<file path="src/rtl/exe_pkg.sv">
`default_nettype none
// ============================================================================
// Module   : exe_pkg
// Purpose  : Types and constants shared by the execution-result collector
//            and its helpers. The status bit positions (OVF_BIT, ERROR_BIT,
//            EVEN_BIT, SINGLE_BIT) are macros owned by macros.hv. They are
//            not duplicated here.
// Contents : STATUS_W - width of the per-result status word
//            status_t - status word type
// Revision : 1.0 - initial release
// ============================================================================
package exe_pkg;

    localparam int STATUS_W = 4;

    typedef logic [STATUS_W-1:0] status_t;

endpackage : exe_pkg
`default_nettype wire

</file>
<file path="src/rtl/sat_counter.sv">
`default_nettype none
// ============================================================================
// Module   : sat_counter
// Purpose  : Up-counter that stops at all-ones instead of wrapping.
//            A synchronous clear has priority over a same-cycle increment.
// Ports    : i_clk  - clock, rising edge
//            i_rst  - synchronous active-high reset
//            i_clr  - synchronous clear to zero
//            i_inc  - increment request
//            o_cnt  - current count (W bits)
// Revision : 1.0 - initial release
// ============================================================================
module sat_counter #(
    parameter int W = 8
) (
    input  logic         i_clk,
    input  logic         i_rst,
    input  logic         i_clr,
    input  logic         i_inc,
    output logic [W-1:0] o_cnt
);

    logic [W-1:0] r_cnt;

    always_ff @(posedge i_clk) begin
        if (i_rst || i_clr) begin
            r_cnt <= '0;
        end else if (i_inc && (r_cnt != {W{1'b1}})) begin
            r_cnt <= r_cnt + 1'b1;
        end
    end

    assign o_cnt = r_cnt;

endmodule : sat_counter
`default_nettype wire

</file>
<file path="src/rtl/exe_result_collector.sv">
`default_nettype none
// ============================================================================
// Module   : exe_result_collector
// Purpose  : Captures every valid execution result and its status word.
//            Results are buffered in a first-word-fall-through FIFO and
//            offered downstream over a valid/ready handshake. The producer
//            cannot stall, so a result that arrives while the FIFO is full
//            and not popping is dropped. The drop is flagged in the sticky
//            o_drop output.
//            Optional macro EXE_STATUS_COUNTERS_EN builds saturating
//            counters for the error and overflow status bits of accepted
//            results. Without the macro these counter outputs are tied to 0.
// Ports    : i_clk, i_rst               - clock, sync active-high reset
//            i_valid, i_data, i_status  - result input from execution unit
//            o_valid, i_ready           - downstream handshake
//            o_data, o_status           - FIFO head entry
//            o_level, o_full, o_empty   - occupancy (registered state)
//            o_drop                     - sticky "result discarded"
//            i_clr                      - clears o_drop and counters
//            o_err_cnt, o_ovf_cnt       - status counters (macro-gated)
// Revision : 1.0 - initial release
// ============================================================================

// Default bit positions. A macros.hv seen earlier in the compile takes
// precedence.
`ifndef OVF_BIT
`define OVF_BIT 3
`endif
`ifndef ERROR_BIT
`define ERROR_BIT 2
`endif
`ifndef EVEN_BIT
`define EVEN_BIT 1
`endif
`ifndef SINGLE_BIT
`define SINGLE_BIT 0
`endif

module exe_result_collector
    import exe_pkg::*;
#(
    parameter int BITS  = 8,
    parameter int DEPTH = 4,
    parameter int CNT_W = 8
) (
    input  logic                     i_clk,
    input  logic                     i_rst,
    input  logic                     i_valid,
    input  logic [BITS-1:0]          i_data,
    input  status_t                  i_status,
    output logic                     o_valid,
    input  logic                     i_ready,
    output logic [BITS-1:0]          o_data,
    output status_t                  o_status,
    output logic [$clog2(DEPTH):0]   o_level,
    output logic                     o_full,
    output logic                     o_empty,
    output logic                     o_drop,
    input  logic                     i_clr,
    output logic [CNT_W-1:0]         o_err_cnt,
    output logic [CNT_W-1:0]         o_ovf_cnt
);

    localparam int              c_aw    = $clog2(DEPTH);
    localparam int              c_ent_w = BITS + STATUS_W;
    localparam logic [c_aw:0]   c_depth = DEPTH[c_aw:0];

    logic [c_ent_w-1:0] r_mem [DEPTH];
    logic [c_aw-1:0]    r_wr_ptr;
    logic [c_aw-1:0]    r_rd_ptr;
    logic [c_aw:0]      r_level;
    logic               r_drop;

    logic               w_pop;
    logic               w_push;
    logic               w_drop;

    // Status flags are derived only from registered occupancy.
    assign o_full  = (r_level == c_depth);
    assign o_empty = (r_level == '0);
    assign o_valid = !o_empty;
    assign o_level = r_level;

    assign w_pop  = o_valid & i_ready;
    // i_ready reaches the push enable only here. A full FIFO that is
    // popping this cycle can still accept a new result.
    assign w_push = i_valid & (!o_full | w_pop);
    assign w_drop = i_valid & o_full & !w_pop;

    // Storage has no enable-free bypass. It is reset so the head is never X.
    always_ff @(posedge i_clk) begin
        if (i_rst) begin
            for (int i = 0; i < DEPTH; i++) begin
                r_mem[i] <= '0;
            end
        end else if (w_push) begin
            r_mem[r_wr_ptr] <= {i_data, i_status};
        end
    end

    // DEPTH is a power of two, so the pointers wrap by natural overflow.
    always_ff @(posedge i_clk) begin
        if (i_rst) begin
            r_wr_ptr <= '0;
            r_rd_ptr <= '0;
            r_level  <= '0;
        end else begin
            if (w_push) r_wr_ptr <= r_wr_ptr + 1'b1;
            if (w_pop)  r_rd_ptr <= r_rd_ptr + 1'b1;
            case ({w_push, w_pop})
                2'b10:   r_level <= r_level + 1'b1;
                2'b01:   r_level <= r_level - 1'b1;
                default: r_level <= r_level;
            endcase
        end
    end

    // A clear discards any drop event in the same cycle.
    always_ff @(posedge i_clk) begin
        if (i_rst || i_clr) begin
            r_drop <= 1'b0;
        end else if (w_drop) begin
            r_drop <= 1'b1;
        end
    end

    assign o_drop   = r_drop;
    assign o_data   = r_mem[r_rd_ptr][c_ent_w-1:STATUS_W];
    assign o_status = r_mem[r_rd_ptr][STATUS_W-1:0];

`ifdef EXE_STATUS_COUNTERS_EN
    // Only accepted results are counted. Dropped results are excluded.
    logic w_err_inc;
    logic w_ovf_inc;

    assign w_err_inc = w_push & i_status[`ERROR_BIT];
    assign w_ovf_inc = w_push & i_status[`OVF_BIT];

    sat_counter #(.W(CNT_W)) u_err_cnt (
        .i_clk (i_clk),
        .i_rst (i_rst),
        .i_clr (i_clr),
        .i_inc (w_err_inc),
        .o_cnt (o_err_cnt)
    );

    sat_counter #(.W(CNT_W)) u_ovf_cnt (
        .i_clk (i_clk),
        .i_rst (i_rst),
        .i_clr (i_clr),
        .i_inc (w_ovf_inc),
        .o_cnt (o_ovf_cnt)
    );
`else
    assign o_err_cnt = '0;
    assign o_ovf_cnt = '0;
`endif

endmodule : exe_result_collector
`default_nettype wire

</file>
<file path="config.mk">
export PLATFORM = sky130hd
export DESIGN_NAME = exe_result_collector
export DESIGN_NICKNAME = d
export VERILOG_FILES = /design/src/rtl/exe_pkg.sv /design/src/rtl/sat_counter.sv /design/src/rtl/exe_result_collector.sv
export SDC_FILE = /design/constraint.sdc
export NUM_CORES = 1
export LEC_CHECK = 0
export CORE_MARGIN = 2
export CORE_UTILIZATION = 56
export DETAILED_ROUTE_END_ITERATION = 7
export PLACE_DENSITY_LB_ADDON = 0.05
export SYNTH_ARGS = -nofsm -noshare
export SYNTH_HDL_FRONTEND = slang
export SYNTH_SLANG_ARGS = --single-unit
</file>
<file path="constraint.sdc">
create_clock -name i_clk -period 4.76 [get_ports i_clk]
set_input_delay 1.19 -clock i_clk [delete_from_list [all_inputs] [get_ports i_clk]]
set_output_delay 1.19 -clock i_clk [all_outputs]
set_load 0.005 [all_outputs]
</file>
== Word level (Yosys, flattened, before mapping) ==
Memory sizes are Yosys's and may differ from the RTL's. A register that Yosys moved wholly into a read port is not among the register bits.
Index checks and enable logic that the tools add are counted.

* Multipliers: 0
* Div/mod/pow operators: 0
* $lt $le $gt $ge: 0
* Add/subtract/negate cells: 4
* Reduce and logical (&&, ||, !) cells: 7
* Eq/ne operators: 3
* Muxes and demuxes: 11
* Shift operators: 0
* Bitwise gates (word level): 5

{| class="wikitable"
|+ Operators with widths
! cell !! count
|-
| $mux W12 || 1
|-
| $reduce_or A12 Y1 || 1
|-
| $mux W1 || 6
|-
| $mux W2 || 3
|-
| $pmux W3 S2 || 1
|-
| $add A2 B1 Y2 const B || 2
|-
| $and A1 B1 Y1 || 4
|-
| $add A3 B1 Y3 const B || 1
|-
| $eq A3 B3 Y1 const B || 1
|-
| $logic_not A1 Y1 || 3
|-
| $logic_not A3 Y1 || 1
|-
| $sub A3 B1 Y3 const B || 1
|-
| $eq A2 B1 Y1 const B || 1
|-
| $eq A2 B2 Y1 const B || 1
|-
| $reduce_bool A2 Y1 || 1
|-
| $logic_or A1 B1 Y1 || 1
|-
| $or A1 B1 Y1 || 1
|}

* Register bits: 8
* Memory bits (read-only): 0
* Memories: 1
* Word-level logic and storage cells: 35
* Output and inout port bits: 35
* Memory bits (writable): 48
* Input port bits: 17
* Latch bits: 0

{| class="wikitable"
|+ Memories
! name !! depth !! width !! rd ports !! clocked after memory_dff !! wr ports !! line !! source
|-
| r_mem || 4 || 12 || 1 || 1 || 4 || exe_result_collector.sv:68 || <nowiki>logic [c_ent_w-1:0] r_mem [DEPTH];</nowiki>
|}

== Logic depth before layout (Yosys ltp) ==
* Depth in word-level cells: 10
* Depth in mapped cells: 7
* Mapped depth without buffers: 6

== Worst setup path after synthesis ==
Ideal clock, no wire load.

* Kind: input port to flip-flop
* From: input i_valid
* To: register r_level[2] (netlist: o_level[2])
* Required time: 4.639 ns
* Path slack: 2.114 ns
* Arrival: 2.525 ns
* Cell stages on the path: 6
* Cell sequence: buf_2 -> inv_1 -> nand2_1 -> fa_1 -> o31ai_1 -> mux2_2

* Longest elaborated chain between the ends: 3
* Elaborated cells on any way between the ends: 5

{| class="wikitable"
|+ RTL lines
! what !! line !! source
|-
| start, declared || exe_result_collector.sv:48 || <nowiki>input logic i_valid,</nowiki>
|-
| $and A1 B1 Y1 (*) || exe_result_collector.sv:87 || <nowiki>assign w_push = i_valid & (!o_full | w_pop);</nowiki>
|-
| $eq A2 B1 Y1 / $eq A2 B2 Y1 (equally long branches) || exe_result_collector.sv:110 || <nowiki>case ({w_push, w_pop})</nowiki>
|-
| $pmux W3 S2 / $reduce_bool A2 Y1 (equally long branches) || - ||
|-
| end signal, assigned || exe_result_collector.sv:111 || <nowiki>2'b10: r_level <= r_level + 1'b1;</nowiki>
|-
| end signal, assigned || exe_result_collector.sv:112 || <nowiki>2'b01: r_level <= r_level - 1'b1;</nowiki>
|-
| end signal, assigned || exe_result_collector.sv:113 || <nowiki>default: r_level <= r_level;</nowiki>
|-
| end, declared || exe_result_collector.sv:71 || <nowiki>logic [c_aw:0] r_level;</nowiki>
|}

Every way passes the cells marked *; elsewhere a longest branch is shown, timed or not.
A chain may end at the register's enable or synchronous reset.

==> impl_metrics.csv <==
group,metric,value,unit
grt,grt_pass1_vias,1578,
logic_synthesis,ys.flop_type,"edfxtp_1",
logic_synthesis,synthDistinctLibCells,36,
die,start_util,58.17,%
cts,cts_root_buf,"clkbuf_8",
routing,drt_iter0_drc,117,
placed_design,dpl.hpwl,3.440,mm
finish,final_util,69.40,%
routing,wl_met2,2.604,mm
grt,grt_usage,20.80,%
cts,clk_pin_slew,0.06,ns
timing,clock-skew-final,0.01153,ns
setup_path,worstPathRequired,3.57,ns
power,power.leakage,1.231,nW
cts,cts_buffers,9,
setup_path,r2r-end,"r_mem[0][9]",
cts,cts_resized,0,
logic_synthesis,synth_top_area_share,52.46,%
cts,cts_setup_buffers,0,
cts,clk-insertion-delay-late,0.33,ns
routing,wl_per_cell,16.93,um
setup_path,ff2ff_path_depth,5,
routing,top_layer_used,"met4",
logic_synthesis,seq_area_frac_synth,59.74,%
logic_synthesis,synth-seq-cells,58,
finish,fin_nets,252,
finish,antenna_cells,0,
power,power_frac_seq,50.0,%
grt,grt_overflow,0,
timing,max-slew-margin-rel,43.38,%
power,p_comb_share,18.8,%
die,dieArea,0.005483,mm^2
timing,whs,0.5232,ns
hold_path,min_path_type,"flop to flop",
timing,setup_viol,0,
logic_synthesis,synth_area,0.002748,mm^2
setup_path,reg2reg_from,"o_level[2]",
status,outcome,"complete, no violations",
grt,antenna_found_initial,0,
setup_path,worstPathArrival,2.26,ns
logic_synthesis,synth_area_per_cell,14.16,um^2
logic_synthesis,ys_warn_count,0,
logic_synthesis,synthCells,194,
die,chipWidth,74.05,um
finish,multi_input_area,974.7,um^2
power,power_frac_clock,31.2,%
timing,fmax,290.1,MHz
cts,hold_buffers,0,
power,powerDensity,390.1,mW/mm^2
power,switching_share,24.67,%
grt,grt_max_degree,18,
routing,vias_per_cell,5.131,
routing,wl_met1,2.178,mm
timing,rsz0062_at_grt,"false",
hold_path,min-delay-start,"r_rd_ptr[1]",
hold_path,min_delay_path_depth,2,
placed_design,port_buffers,35,
die,io_pins,52,
routing,route.met3.wl,267,um
timing,fin_crit_sh,72.42,%
timing,fin_tns_setup,0,ns
finish,syn_to_final_growth,19.31,%
die,chipHeight,74.05,um
placed_design,post_dp_cell_area,0.003103,mm^2
die,core_region_area,0.004723,mm^2
routing,drc,0,
finish,drive_gt1_share,18.41,%
cts,cts_buffer_depth,2,
logic_synthesis,synth-edff-count,48,
routing,drt-total-wl,5.182,mm
power,ir_drop,0.2166,mV
power,p_total,1.279,mW
setup_path,endpoint_kind,"primary output",
cts,clock_sinks,58,
finish,final_cell_area,0.003278,mm^2
timing,timing.final.max_slew_violations,0,
placed_design,place.gp.congestion,0.7647,
setup_path,start_kind,"flop",
timing,fin_crit,3.447,ns
setup_path,worstPathMaxFanout,12,
cts,tritoncts,"built",
routing,ant_nets,0,
logic_synthesis,async_flop_share,0,%
routing,vias,1570,
setup_path,r2r_slack,2.61,ns
setup_path,crit_type,"flop to primary output",
job,cap_viol_max_count,0,
routing,dr.pass1.iters,5,
power,p_int,963.3,uW
finish,regArea,0.001642,mm^2
grt,grt_pass1_wl,7.941,mm
timing,hold_viol_final,0,
power,switchingPower,315.6,uW
cts,htreeDepth,3,
finish,n_fill_cell,344,
timing,tightest_slew,0.8429,ns
die,num_rows,25,
logic_synthesis,synth_area_leaders,"edfxtp_1 52%, mux4_2 9.8%, and2_1 8.7%",
logic_synthesis,post-synth-top-area-cell,"edfxtp_1",
-- metal layers --
| layer | GRT usage, % | vias up |
|---|---|---|
| met4 | 12.73 | 0 |
| met5 | 0 | - |
| met1 | 26.44 | 763 |
| met2 | 33.13 | 53 |
| li1 | - | 740 |
| met3 | 4.065 | 14 |
-- layout by cell type, fill, tap and decap left out, types with 2 or more instances in the layout --
master,count
edfxtp_1,48
and2_1,38
clkdlybuf4s50_1,35
conb_1,16
mux4_2,12
clkbuf_8,11
and2_4,10
dfxtp_1,10
inv_1,6
nor2_1,6
xor2_1,5
nand2_1,4
nand3_1,4
buf_4,4
clkbuf_1,3
o21bai_1,2
nand2b_1,2
nor3_1,2
a31oi_1,2
-- power by group through the flow --
stage                     Sequential (mW)  Combinational [mW]  Clock, mW
after global placement              0.647               0.233          0
after global routing                0.648               0.263      0.422
after CTS                           0.641               0.242      0.404
after floorplan                     0.626               0.151          0
after detailed placement            0.651               0.241          0
final                               0.639               0.240      0.399
-- worst max-delay path by stage --
stage / startpoint / end / slack, ns / cells after the start
CTS: flop / o_status[0] / 1.23 / 2
finish: flop / o_status[0] / 1.31 / 2
detailed placement: i_ready / r_mem[0][7] / 1.36 / 6
floorplan: i_valid / o_level[2] / 2.11 / 6
global placement: i_ready / r_mem[0][1] / 1.43 / 6
global route: flop / o_status[0] / 1.11 / 2
-- logic make-up after synthesis --
| group | share of synthesized area (%) |
|---|---|
| simple gates | 17.53 |
| flops | 59.74 |
| buf+inv | 6.831 |
| mux | 10.25 |
| compound gates | 2.869 |
| xor+xnor | 1.913 |
| fa+ha+maj | 0.7286 |
| other cells | 0.1365 |
-- sequential cells by signal (all words and copies together), names as in the netlist, named ones only --
name and flops:
r_mem 48, r_wr_ptr 2, o_level 3, r_rd_ptr 2, o_drop 1
-- cell type report --
cell class,instances,share of cell area [%]
inverter,6,0.6870
multi-input combinational,120,29.73
sequential,58,50.08
tap,67,2.557
clock buffer,14,4.962
clock inverter,2,0.3817
timing repair buffer,39,11.60
-- critical path, stage by stage (launching register included) --
cell,delay [ns]
dfxtp_1,0.87
mux4_2,0.60
clkdlybuf4s50_1,0.46
-- stage by stage --
step,cells,setup slack [ns]
3_5_place_dp,290,1.358
6_report,306,1.313
2_1_floorplan,209,2.114
5_1_grt,306,1.111
4_1_cts,306,1.231
3_3_place_gp,290,1.427
-- synth_stat cells, types with 2 or more instances --
cell type  count
buf_2          3
nor2_1         6
buf_4         16
edfxtp_1      48
and2_4        10
nand2b_1       2
nand2_1        4
xor2_1         5
nor3_1         2
inv_1          6
and2_1        38
dfxtp_1       10
nand3_1        4
mux4_2        12
clkbuf_1       5
a31oi_1        2
o21bai_1       2
No activity file was read; power rests on OpenSTA's default activity.
